--- src/rtl/serial_subtractor_pkg.sv ---
// Shared definitions for the bit-serial arithmetic blocks.
// Holds the FSM state encoding and the counter sizing rule.
package serial_subtractor_pkg;

  typedef enum logic [1:0] {
    IDLE = 2'b00,
    RUN  = 2'b01,
    DONE = 2'b10
  } state_t;

  // Counter must be able to hold the value WIDTH itself without wrapping.
  function automatic int cnt_width(input int width);
    return $clog2(width + 1);
  endfunction

endpackage

--- src/rtl/serial_subtractor_full_subtractor.sv ---
// One-bit full subtractor built from two half-subtractor stages.
// The two stage borrows are ORed to form the borrow-out.
module full_subtractor (
  input  logic a,
  input  logic b,
  input  logic bin,
  output logic d,
  output logic bout
);

  logic d1;
  logic b1;
  logic b2;

  assign d1 = a ^ b;
  assign b1 = ~a & b;

  assign d  = d1 ^ bin;
  assign b2 = ~d1 & bin;

  assign bout = b1 | b2;

endmodule

--- src/rtl/serial_subtractor.sv ---
// Bit-serial subtractor: computes (a - b) mod 2^WIDTH, LSB first, one bit per cycle.
// Holds diff and borrow from completion until the next accepted start.
module serial_subtractor
  import serial_subtractor_pkg::*;
#(
  parameter int WIDTH = 8
) (
  input  logic             clk,
  input  logic             rst_n,
  input  logic             start,
  input  logic [WIDTH-1:0] a,
  input  logic [WIDTH-1:0] b,
  output logic             busy,
  output logic             done,
  output logic [WIDTH-1:0] diff,
  output logic             borrow
);

  localparam int CW = cnt_width(WIDTH);
  localparam logic [CW-1:0] LAST_BIT = CW'(WIDTH - 1);

  state_t state;
  state_t state_next;

  logic [WIDTH-1:0] a_sr;
  logic [WIDTH-1:0] b_sr;
  logic [WIDTH-1:0] diff_sr;
  logic             bin_ff;
  logic [CW-1:0]    cnt;
  logic             bit_d;
  logic             bit_bout;

  full_subtractor u_full_subtractor (
    .a    (a_sr[0]),
    .b    (b_sr[0]),
    .bin  (bin_ff),
    .d    (bit_d),
    .bout (bit_bout)
  );

  // NOTE: registers use non-blocking assignments so every flop samples pre-edge values.
  always_ff @(posedge clk) begin
    if (!rst_n) state <= IDLE;
    else        state <= state_next;
  end

  // NOTE: the default assignment up front keeps this block free of latches.
  always_comb begin
    state_next = state;
    case (state)
      IDLE:    if (start) state_next = RUN;
      RUN:     if (cnt == LAST_BIT) state_next = DONE;
      DONE:    state_next = IDLE;
      default: state_next = IDLE;
    endcase
  end

  always_comb begin
    busy = (state == RUN);
    done = (state == DONE);
  end

  always_ff @(posedge clk) begin
    if (!rst_n) begin
      a_sr    <= '0;
      b_sr    <= '0;
      diff_sr <= '0;
      bin_ff  <= 1'b0;
      cnt     <= '0;
    end else begin
      case (state)
        IDLE: begin
          if (start) begin
            a_sr   <= a;
            b_sr   <= b;
            bin_ff <= 1'b0;
            cnt    <= '0;
          end
        end
        RUN: begin
          // Result bits enter at the MSB so the LSB lands at bit 0 after WIDTH shifts.
          diff_sr <= {bit_d, diff_sr[WIDTH-1:1]};
          a_sr    <= a_sr >> 1;
          b_sr    <= b_sr >> 1;
          bin_ff  <= bit_bout;
          cnt     <= cnt + 1'b1;
        end
        default: ;
      endcase
    end
  end

  assign diff   = diff_sr;
  assign borrow = bin_ff;

endmodule

--- config.mk ---
export PLATFORM = sky130hd
export DESIGN_NAME = serial_subtractor
export DESIGN_NICKNAME = d
export VERILOG_FILES = /design/src/rtl/serial_subtractor_pkg.sv /design/src/rtl/serial_subtractor_full_subtractor.sv /design/src/rtl/serial_subtractor.sv
export SDC_FILE = /design/constraint.sdc
export NUM_CORES = 1
export LEC_CHECK = 0
export ABC_AREA = 1
export BUFFER_PORTS_ARGS = -buffer_cell sky130_fd_sc_hd__buf_2
export CAP_MARGIN = 30
export CORE_ASPECT_RATIO = 2
export CORE_MARGIN = 2
export CORE_UTILIZATION = 45
export DETAILED_ROUTE_END_ITERATION = 8
export PLACE_DENSITY_LB_ADDON = 0.1
export REMOVE_ABC_BUFFERS = 1
export SYNTH_ARGS = -nofsm -noshare
export SYNTH_HDL_FRONTEND = slang
export SYNTH_SLANG_ARGS = --single-unit
--- constraint.sdc ---
create_clock -name clk -period 1 [get_ports clk]
set_clock_uncertainty 0.05 [all_clocks]
set_input_delay 0.05 -clock clk [delete_from_list [all_inputs] [get_ports clk]]
set_output_delay 0.05 -clock clk [all_outputs]
set_load 0.05 [all_outputs]
======== Yosys cells after proc, flatten, opt, wreduce, memory -nomap -nowiden ========
Cells that the tools add are included.
cells by class
  equal/unequal tests ..................... 5
  add/subtract/negate cells ............... 1
  muxes and demuxes ....................... 11
  bitwise gates (word level) .............. 7
  reductions and logical operators ........ 4
operator list
  kind                                                                     number
  8-bit one-hot mux with 2 select lines                                    2
  8-bit 2-to-1 mux                                                         2
  4-bit one-hot mux with 2 select lines                                    1
  4-bit by 1-bit adder with 4-bit output, second input constant            1
  4-bit by 3-bit equality test with 1-bit output, second input constant    1
  2-bit 2-to-1 mux                                                         2
  4-bit 2-to-1 mux                                                         1
  2-bit one-hot mux with 2 select lines                                    1
  2-bit AND reduction                                                      2
  1-bit bitwise AND                                                        2
  2-bit by 1-bit equality test with 1-bit output, second input constant    1
  2-bit equality test, second input constant                               1
  2-bit logical NOT                                                        1
  2-bit by 1-bit inequality test with 1-bit output, second input constant  1
  2-bit inequality test, second input constant                             1
  1-bit NOT                                                                2
  1-bit one-hot mux with 2 select lines                                    1
  2-bit nonzero test                                                       1
  1-bit bitwise XOR                                                        2
  1-bit 2-to-1 mux                                                         1
  1-bit bitwise OR                                                         1
storage, ports and cells
  register bits ........................... 31
  logic and storage cells ................. 34

======== Longest topological paths before layout ========
  depth in word-level cells ............... 5
  mapped depth ............................ 7
  depth with buffers taken out ............ 6

======== Cells and area by module ========
Synthesis repeated with hierarchy kept, for this count alone.
second synthesis, totals
  cells, all modules ...................... 204
  area, all modules ....................... 1396.3 µm²
by module, submodules not included
  module             times used  sequential area each (µm²)  area an instance (µm²)  cells each
  serial_subtractor  1           620.6                       1365.1                  200
  full_subtractor    1           0.0                         31.3                    4

======== Worst setup path after synthesis ========
No wires, ideal clock.
  path type ............................... reg2reg
  start ................................... register bin_ff, in the netlist borrow
  end ..................................... register diff_sr[7], in the netlist diff[7]
  stages on the path, launching flop included .. 3
  data required time ...................... 0.880 ns
  slack ................................... -0.364 ns
  clock period less this slack ............ 1.364 ns
  library setup time ...................... 0.070 ns
  arrival time ............................ 1.244 ns
  cell sequence ........................... dfxtp_1 > fa_1 > a21oi_1
between the ends
  cells in the longest elaborated chain, start to end .. 1
RTL lines
  what                      line                                     source
  start: declaration        serial_subtractor.sv:28                  logic bin_ff;
  start signal: assignment  serial_subtractor.sv:85                  bin_ff <= bit_bout;
  1-bit bitwise XOR         serial_subtractor_full_subtractor.sv:18  assign d = d1 ^ bin;
  end signal: assignment    serial_subtractor.sv:82                  diff_sr <= {bit_d, diff_sr[WIDTH-1:1]};
  end: declaration          serial_subtractor.sv:27                  logic [WIDTH-1:0] diff_sr;
Every way passes these cells.
A chain may end at the register's enable or synchronous reset.

======== Worst setup path in the final report ========
  start ................................... register state[0]
  end ..................................... output busy
between the ends
  cells in the longest elaborated chain, start to end .. 1
RTL lines
  what                                            line                     source
  start: declaration                              serial_subtractor.sv:22  state_t state;
  start signal: assignment                        serial_subtractor.sv:44  else state <= state_next;
  2-bit by 1-bit equality test with 1-bit output  serial_subtractor.sv:59  busy = (state == RUN);
  end: declaration                                serial_subtractor.sv:13  output logic busy,
Every way passes these cells.

==> run metrics <==
total CTS buffers=5; largest net degree at the start of global routing=21; Post-Syn Instances=202; detailed placement HPWL=around 2300 um; DR vias/cell=4.93; Critical Path AT=1.06 ns; most frequent cell after synthesis=nand2_1; power consumption=3.14 mW; Seq cells post-synth=31; Die Width=43.2 um; Final #Nets=272; Max VDD drop=~1.2 mV; fraction of layout cells with a size suffix above 1=between 30% and 40%; io pins=30; die height=82.4 um; router iterations before antenna repair=4; crit path kind=reg -> out; antenna viol nets, final=0; Slowest cell on crit path=dfxtp_4; Worst setup SP type=flip-flop; Avg Cell Area, Syn=6.84 um^2; vias in the first global route=1345; FFs w/ async S/R, synth=0%; via count=1391; register area=roughly 630 um^2; Clock transition at path regs=approximately 0.060 ns; H-tree depth=2; top_reg_cell synth=dfxtp_1; die area=3560 um^2; Clock Sink Count=31; pwr dens=1600 nW/um^2; GRT overflow=0; Synth area leaders=dfxtp_1 (45%), nand2_1 (13%), nor2_1 (13%); outcome=finished with violations; worst slew pin tran=between 0.2 and 0.25 ns; CP bufs+invs=3; PortBufs=29; Final Instance Area=1960 um^2; Setup WS post-layout=-0.165 ns; RSZ-0062 raised after global routing=true; largest area contributor in the netlist=dfxtp_1; post-route minimum period=approximately 1.2 ns; site row count=28; # setup viols final=33; crit-path cells=inv_4 -> nor2_4 -> buf_12 -> buf_12; Routed WL=around 3300 um; crit path capture type=output pin; clock tree buffer depth=2; yosys warns=0; critical path data required time=0.90 ns; first-pass GRT wire length=5750 um; Most Frequent Cell on Critical Path=buf_12; Post-synth EDFFs=0; Max stage delay on crit path=0.37 ns; Hold Path Class=in -> reg; area grow syn2layout=42.0%; Slew headroom=between 80% and 90%; fin cells=282; Top delay family on crit path=flip-flops; number of DRC markers in iteration 0=22; Inserted Diodes=0; core area=2940 um^2; area of the multi-input gates=712 um^2; failing checks=negative setup slack; Crit Path Max Fanout=4; fillers=277; overall routing resource usage=21.6%; leak pwr=0.908 nW; worst-skew pair later-pin latency=between 0.2 and 0.3 ns; sequential fraction of the synthesis area=between 40% and 50%; Cell Area, Synth=1380 um^2; Post-Place Cell Area=1620 um^2; initial antenna violation count=0; Max Cap Violations=0; area share of the largest cell type after synthesis=44.9%; final hold violation count=0; final max-slew violation count=0; Starting Density=between 40% and 50%; wire length per cell=about 12 um; Commonest cells post-synth=nand2_1 (49), nor2_1 (48), dfxtp_1 (31); Fmax achieved=858 MHz; CTS tree=done; Root Buffer Master=clkbuf_8; DRC errors left=0; distinct cell type count after synthesis=19; RePlAce Congestion=0.750; DP Cell Count=265; period utilisation layout=116%
==> state kept, by name, indices dropped and copies added, names as in the netlist <==
register and cells:
a_sr 8, b_sr 8, diff 8, cnt 4, state 2, borrow 1
==> routing by layer <==
| layer | track usage (%) | vias to the layer above | part of all wire, % |
|---|---|---|---|
| met5 | 0 | - | 0 |
| li1 | - | 727 | - |
| met3 | 5.22 | 6 | 4.0 |
| met2 | 39.4 | 33 | 54 |
| met4 | 12.1 | 0 | 2.1 |
| met1 | 21.5 | 625 | 39 |
==> worst reg2reg max path: stages, from the launching register on <==
cell,delay (ns)
dfxtp_4,0.37
buf_4,0.12
nand2_4,0.09
buf_6,0.15
nand3_1,0.06
nand3_1,0.06
nand2_1,0.06
inv_1,0.04
==> worst paths after layout <==
kind                 start       to  slack [ns]  depth (start not counted)
setup / recovery  state[0]     busy       -0.16                          4
hold / removal        a[3]  a_sr[3]        0.04                          5
setup reg to reg  state[0]  b_sr[2]       -0.12                          7
hold reg to reg    a_sr[1]  a_sr[0]        0.39                          2
==> cells by family (layout without fill, tap and decap cells) <==
| kind of cell | count (synthesis) | after routing | synth area share [%] |
|---|---|---|---|
| and+or+nand+nor | 125 | 125 | 37.6 |
| DFF | 31 | 31 | 44.9 |
| buffers and inverters | 26 | 76 | 8.60 |
| AOI/OAI and AO/OA | 18 | 18 | 6.52 |
| adders and majority gates | 2 | 2 | 2.35 |
==> per-stage QoR <==
| stage | setup slack, ns | utilization [%] | TNS, ns | hold WS [ns] |
|---|---|---|---|---|
| final | -0.165 | 66.7 | -2.58 | 0.0410 |
| after global routing | -0.204 | 66.7 | -4.84 | 0.0621 |
| after CTS | -0.161 | 63.8 | -2.38 | 0.0381 |
| after detailed placement | -0.172 | 55.1 | -3.23 | 0.212 |
| after global placement | -0.114 | 55.1 | -2.00 | 0.208 |
| after floorplan | -0.412 | - | -9.28 | 0.0976 |
==> cell usage in the layout (no fill, tap or decap), types with 2 or more instances in the layout <==
cell type	count
nor2_2	3
inv_1	14
o21ai_2	4
dfxtp_4	2
clkbuf_1	2
nand2_4	3
nor2_1	44
o21ai_0	3
o21ai_1	8
buf_6	13
a21oi_1	3
nand3_1	22
dfxtp_2	3
dfxtp_1	26
nand2_2	4
buf_2	18
inv_2	2
buf_4	12
nand2_1	44
nor2_4	2
clkbuf_8	5
buf_12	2
dlygate4sd3_1	3
buf_8	2
==> what timing repair did <==
action                                  4_1_cts  5_1_grt
buffers inserted                              4        1
gates cloned                                  1        0
hold endpoints to repair                      3        0
endpoints found under the setup margin       37       37
pin swaps                                     3       17
hold buffers                                  3        0
gates resized for setup                      51       22
==> report_power, final <==
group,total [mW],switching (mW),internal [mW]
Sequential,1.40,0.0708,1.33
Clock,0.925,0.439,0.487
Combinational,0.813,0.463,0.349
Total,3.14,0.973,2.17
==> area by class of cell <==
type / count / area share, %
Tap cell: 30 / 1.91
Clock inverter: 1 / 0.255
Timing Repair Buffer: 51 / 22.1
Clock buffer: 7 / 3.89
Sequential cell: 31 / 32.2
Inverter: 17 / 3.38
Multi-Input combinational cell: 145 / 36.3
No activity file was read; power rests on OpenSTA's default activity.
